## src/rtl/alu_mdu.sv

```systemverilog
// EX-stage ALU-control decoder with an iterative multiply/divide unit and HI/LO registers.
// Mult/div runs in the background. Only a later MDU instruction is stalled while the unit is busy.
module alu_mdu #(
    parameter int WIDTH = 32
) (
    input  logic             clk,
    input  logic             reset,
    input  logic             en,
    input  logic [1:0]       alu_op,
    input  logic [5:0]       funct,
    input  logic [WIDTH-1:0] a,
    input  logic [WIDTH-1:0] b,
    output logic [2:0]       alu_ctrl,
    output logic [WIDTH-1:0] mf_result,
    output logic [WIDTH-1:0] hi,
    output logic [WIDTH-1:0] lo,
    output logic             busy,
    output logic             stall,
    output logic             done
);

    localparam logic [5:0] F_MFHI  = 6'b010000;
    localparam logic [5:0] F_MTHI  = 6'b010001;
    localparam logic [5:0] F_MFLO  = 6'b010010;
    localparam logic [5:0] F_MTLO  = 6'b010011;
    localparam logic [5:0] F_MULT  = 6'b011000;
    localparam logic [5:0] F_MULTU = 6'b011001;
    localparam logic [5:0] F_DIV   = 6'b011010;
    localparam logic [5:0] F_DIVU  = 6'b011011;
    localparam int         CW      = $clog2(WIDTH);

    typedef enum logic [1:0] {IDLE = 2'd0, RUN = 2'd1, FIX = 2'd2} state_t;

    state_t            state, state_next;
    logic [CW-1:0]     cnt;
    logic              last_iter;
    logic              mdu_funct, start_op, mdu_req, issue, start, mt_hi, mt_lo;
    logic              op_signed, sa, sb;
    logic [WIDTH-1:0]  mag_a, mag_b;
    logic [WIDTH-1:0]  acc, q, m, a_lat;
    logic              is_div, sign_a, sign_b, b_zero;
    logic [WIDTH:0]    mul_sum, div_shift, div_diff;
    logic [2*WIDTH-1:0] prod, prod_fix;
    logic [WIDTH-1:0]  fix_hi, fix_lo;

    // NOTE: every variable written in always_comb gets a default first, so no path infers a latch.
    always_comb begin
        alu_ctrl = 3'b010;
        if (alu_op == 2'b01) begin
            alu_ctrl = 3'b110;
        end else if (alu_op[1]) begin
            case (funct)
                6'b100000: alu_ctrl = 3'b010;
                6'b100010: alu_ctrl = 3'b110;
                6'b100100: alu_ctrl = 3'b000;
                6'b100101: alu_ctrl = 3'b001;
                6'b101010: alu_ctrl = 3'b111;
                default:   alu_ctrl = 3'b010;
            endcase
        end
    end

    always_comb begin
        mdu_funct = 1'b0;
        start_op  = 1'b0;
        case (funct)
            F_MFHI, F_MTHI, F_MFLO, F_MTLO: mdu_funct = 1'b1;
            F_MULT, F_MULTU, F_DIV, F_DIVU: begin
                mdu_funct = 1'b1;
                start_op  = 1'b1;
            end
            default: ;
        endcase
    end

    assign busy    = (state != IDLE);
    assign mdu_req = en & alu_op[1] & mdu_funct;
    assign stall   = mdu_req & busy;
    assign issue   = mdu_req & ~busy;
    assign start   = issue & start_op;
    assign mt_hi   = issue & (funct == F_MTHI);
    assign mt_lo   = issue & (funct == F_MTLO);

    assign mf_result = (alu_op[1] && funct == F_MFHI) ? hi :
                       (alu_op[1] && funct == F_MFLO) ? lo : '0;

    // Iterations run on magnitudes. The FIX cycle restores the signs.
    assign op_signed = ~funct[0];
    assign sa        = op_signed & a[WIDTH-1];
    assign sb        = op_signed & b[WIDTH-1];
    assign mag_a     = sa ? -a : a;
    assign mag_b     = sb ? -b : b;
    assign last_iter = (cnt == CW'(WIDTH - 1));

    assign mul_sum   = {1'b0, acc} + {1'b0, (q[0] ? m : '0)};
    assign div_shift = {acc, q[WIDTH-1]};
    assign div_diff  = div_shift - {1'b0, m};

    always_ff @(posedge clk) begin
        if (reset) state <= IDLE;
        else       state <= state_next;
    end

    always_comb begin
        state_next = state;
        case (state)
            IDLE:    if (start) state_next = RUN;
            RUN:     if (last_iter) state_next = FIX;
            FIX:     state_next = IDLE;
            default: state_next = IDLE;
        endcase
    end

    always_ff @(posedge clk) begin
        if (reset) begin
            cnt  <= '0;
            hi   <= '0;
            lo   <= '0;
            done <= 1'b0;
        end else begin
            done <= 1'b0;
            if (start)              cnt <= '0;
            else if (state == RUN)  cnt <= last_iter ? '0 : cnt + 1'b1;
            if (state == FIX) begin
                hi   <= fix_hi;
                lo   <= fix_lo;
                done <= 1'b1;
            end else begin
                if (mt_hi) hi <= a;
                if (mt_lo) lo <= a;
            end
        end
    end

    // NOTE: operand/working registers carry no reset; they are only read between start and FIX,
    // and reset forces the FSM to IDLE so stale contents never reach HI/LO.
    always_ff @(posedge clk) begin
        if (start) begin
            is_div <= funct[1];
            sign_a <= sa;
            sign_b <= sb;
            b_zero <= (b == '0);
            a_lat  <= a;
            acc    <= '0;
            q      <= funct[1] ? mag_a : mag_b;
            m      <= funct[1] ? mag_b : mag_a;
        end else if (state == RUN) begin
            if (is_div) begin
                acc <= div_diff[WIDTH] ? div_shift[WIDTH-1:0] : div_diff[WIDTH-1:0];
                q   <= {q[WIDTH-2:0], ~div_diff[WIDTH]};
            end else begin
                acc <= mul_sum[WIDTH:1];
                q   <= {mul_sum[0], q[WIDTH-1:1]};
            end
        end
    end

    always_comb begin
        prod     = {acc, q};
        prod_fix = (sign_a ^ sign_b) ? -prod : prod;
        fix_hi   = prod_fix[2*WIDTH-1:WIDTH];
        fix_lo   = prod_fix[WIDTH-1:0];
        if (is_div) begin
            if (b_zero) begin
                fix_hi = a_lat;
                fix_lo = '1;
            end else begin
                fix_lo = (sign_a ^ sign_b) ? -q : q;
                fix_hi = sign_a ? -acc : acc;
            end
        end
    end

endmodule

```

## config.mk

```make
export PLATFORM = sky130hd
export DESIGN_NAME = alu_mdu
export DESIGN_NICKNAME = d
export VERILOG_FILES = /design/src/rtl/alu_mdu.sv
export SDC_FILE = /design/constraint.sdc
export NUM_CORES = 1
export LEC_CHECK = 0
export BUFFER_PORTS_ARGS = -buffer_cell sky130_fd_sc_hd__buf_2
export CORE_MARGIN = 2
export CORE_UTILIZATION = 30
export CTS_BUF_LIST = sky130_fd_sc_hd__clkbuf_8 sky130_fd_sc_hd__clkbuf_16
export CTS_CLUSTER_DIAMETER = 30
export DETAILED_ROUTE_END_ITERATION = 12
export GPL_ROUTABILITY_DRIVEN = 0
export PLACE_DENSITY = 0.42
export SLEW_MARGIN = 20
export SYNTH_ARGS = -nofsm -noshare
export SYNTH_HDL_FRONTEND = slang
export SYNTH_SLANG_ARGS = --single-unit
export TNS_END_PERCENT = 100
```

## constraint.sdc

```tcl
create_clock -name clk -period 4.9 [get_ports clk]
set_input_delay 0.49 -clock clk [delete_from_list [all_inputs] [get_ports clk]]
set_output_delay 0.49 -clock clk [all_outputs]
set_load 0.05 [all_outputs]
```

==> results.cfg <==
[pwr]
finalPower_mw = 8.97
peakVddDrop_mv = 0.219
leakagePower_nw = 8.08
powerDensity_nw_per_um2 = 438

[status]
status = complete, no violations

[layout]
fin_area_sq_um = 20500
fin_nets = 2356
drive_gt1_share_pct = 16.2
syn_to_final_growth_pct = 22.5
final_util_pct = 37.2
instances_no_fill = 3006

[floorplan]
die_w_um = 240
die-area_sq_um = 57700
io_pins = 177
core_sq_um = 55100
row_count = 86
start_util_pct = 30.4
die_height_um = 240

[setup_path]
cp_data_required_time_ns = 5.39
end_kind = register
cp_max_fo = 9
critPathMaxStageDelay_ns = 0.72
cp_cell_sequence = inv_1, ha_1, fa_1, nor2b_1, o31ai_1, and3_1, o21ai_0, o21ai_1, a211oi_4, buf_4, mux2i_1, a211o_1, a21oi_1
worst_r2r_path_depth = 13
crit_type = reg2reg
arrival_ns = 4.76
r2r_start = q[31]
reg2reg_to = acc[16]
rrSetupSlack_ns = 0.64
crit_slowest_cell = a211oi_4
startpoint_type = register

[timing]
relSlewSlack_pct = 25.4
fmax_mhz = 235
slew_violations = 0
worst-slew-pin-transition_ns = 1.11
hold_ws_ns = 0.207
finClkSkew_ns = 0.0150
rsz0062_at_grt = no
finalCritPeriodShare_pct = 87.0
finalSetupTns_ns = 0
hold_viol = 0
setup_viol = 0
layout_setup_ws_ns = 0.636
fin_crit_ns = 4.26

[grt]
antenna_found_initial = 3
grt_pass1_wl_um = 108000
grt_max_degree = 65
first_global_vias = 16300
gr-total-overflow = 0
grt.total_usage_pct = 25.4

[clock_network]
cts_resized = 0
post-cts-setup-buffer-count = 0
cts_num_sinks = 204
path_clk_slew_ns = 0.04
cts_root_buf = clkbuf_16
holdBufCountCts = 0
clock_latency_ns = 0.59
cts_tree = done
clk_path_buf_depth = 3
htree_num_levels = 2
cts_buffers = 56

[synthesis]
ys_warn_count = 0
synthDistinctLibCells = 80
synth_top_area_cell = edfxtp_1
ys_ff_latch = 204
ys_seq_area_share_pct = 30.4
synth_edf_count = 100
synth_top_area_share_pct = 17.9
syn_area_sq_um = 16700
syn_avg_cell_area_sq_um = 8.14
synth_flop_cell = dfxtp_1
async_flop_share_pct = 0
syn_inst = 2055
synth_area_leaders = edfxtp_1, dfxtp_1, mux2i_1
synth_nets = 2202

[drt]
vias = 17100
drtPass1Iterations = 5
drt_iter0_drc = 1321
routed_wl_um = 74300
wire_per_inst_um = 24.7
drc_errors = 0
drtAntennaViolNets = 0
drt-vias-per-instance = 5.69

[placed_design]
placedCellCount = 2899
portBuffers = 176
placed_area_sq_um = 18500
dp_hpwl_um = 57600
pre_cts_slack_ns = 0.664

[min_path]
holdPathEnd = a_lat[8]
min_path_cells = 1
hold_class = in2reg
min_from = a[8]

[job]
drv_cap = 0
## synthesized netlist by cell type (5+ instances only)
master    number
a22oi_1       12
inv_1         66
edfxtp_1     100
a21oi_1      213
mux2_2         5
o31ai_1       25
a21o_1        15
or3_1         16
buf_1         12
a31oi_1       16
nand2_1      186
o21bai_1       7
a222oi_1       7
o31a_1         5
ha_1          70
or2_2          6
a211oi_1      40
xor2_1        59
nand2b_1      13
a221oi_1      12
mux2i_1      111
nand3_1       34
o21ai_0      140
xnor2_1      107
o41ai_1       12
dfxtp_1      104
o211ai_1      21
o221ai_1      45
a22o_1        34
or4_1         13
nor2b_1       23
nand3b_1       6
nor4_1        23
nor2_1       175
and3_1        13
nor3_1        60
a41oi_1        5
and2_1        12
nand4_1       14
clkbuf_1     118
o21a_1        13
o22ai_1       11
## cells in the final DEF (no fill, tap or decap), drive strengths merged, types with 7 or more instances in the layout
| cell type | netlist | layout |
|---|---|---|
| dfxtp | 104 | 104 |
| nor2 | 176 | 176 |
| clkinv | 3 | 24 |
| buf | 18 | 232 |
| ha | 70 | 70 |
| o21a | 13 | 13 |
| xor2 | 59 | 59 |
| a211oi | 41 | 41 |
| and3 | 13 | 13 |
| a22o | 34 | 34 |
| o211ai | 21 | 21 |
| nand2b | 13 | 13 |
| o31ai | 25 | 25 |
| a22oi | 12 | 12 |
| o22ai | 11 | 11 |
| o221ai | 45 | 45 |
| o21ai | 145 | 145 |
| inv | 67 | 76 |
| o21bai | 7 | 7 |
| a222oi | 7 | 7 |
| bufinv | 0 | 11 |
| a21oi | 213 | 213 |
| and2 | 13 | 13 |
| or3 | 16 | 16 |
| nand2 | 186 | 186 |
| nor2b | 23 | 23 |
| o41ai | 13 | 13 |
| a21o | 15 | 15 |
| a31oi | 16 | 16 |
| xnor2 | 107 | 107 |
| a221oi | 12 | 12 |
| clkbuf | 118 | 59 |
| or4 | 16 | 16 |
| nor4 | 25 | 25 |
| nor3 | 60 | 60 |
| nand3 | 34 | 34 |
| mux2i | 111 | 111 |
| edfxtp | 100 | 100 |
| nand4 | 14 | 14 |
## layer usage
metal | GRT usage (%) | up-vias | part of all wire, %
met5 | 0 | - | 0.020
met4 | 8.87 | 2 | 3.0
met3 | 3.86 | 108 | 5.6
met2 | 40.8 | 583 | 46
met1 | 34.5 | 8398 | 45
li1 | - | 8004 | -
## report_power, final
part | internal [mW] | leakage, nW | switching, mW
clock | 2.67 | 0.981 | 1.14
sequential | 1.91 | 1.75 | 0.278
combinational | 1.14 | 5.35 | 1.83
total | 5.73 | 8.08 | 3.24
## how the worst max path moves through the flow
stage | to | slack, ns | from | cells after the start
2_1_floorplan | a_lat[0] | 0.94 | funct[5] | 6
3_3_place_gp | acc[16] | 0.75 | q[31] | 13
3_5_place_dp | acc[16] | 0.66 | q[31] | 13
4_1_cts | acc[16] | 0.65 | q[31] | 13
5_1_grt | acc[16] | 0.39 | q[31] | 13
6_report | acc[16] | 0.64 | q[31] | 13
## final cells by class
cell class | instances | area [sq um]
fillers | 5690 | 34600
multi-input cells | 1645 | 10900
flip-flops and latches | 204 | 5080
clock buffers | 59 | 1440
repair buffers | 232 | 1330
well taps | 748 | 936
clock inverters | 46 | 515
inverters | 70 | 264
diodes | 2 | 5.00
## critical path, delay by kind of cell (launching register included)
family	cells	cell delay (ns)
AO/OA/AOI/OAI	6	2.32
adder cells (fa/ha/maj)	2	0.60
flip-flops	1	0.44
AND/OR/NAND/NOR	2	0.44
buffers and inverters	2	0.31
multiplexers	1	0.07
## kinds of logic after synthesis
logic type / count (synthesis) / share of synthesized area (%)
compound gates: 674 / 26.2
simple gates: 617 / 17.5
buf+inv: 206 / 4.72
flops: 204 / 30.4
xor+xnor: 166 / 8.69
mux: 116 / 6.98
fa+ha+maj: 72 / 5.47
## state kept, by name, summed over array words and instances (netlist names), 2 cells and up
name / count
q: 32
state: 2
acc: 32
a_lat: 32
lo: 32
hi: 32
cnt: 5
m: 32
Note: power is estimated with default switching activity, not from simulation.
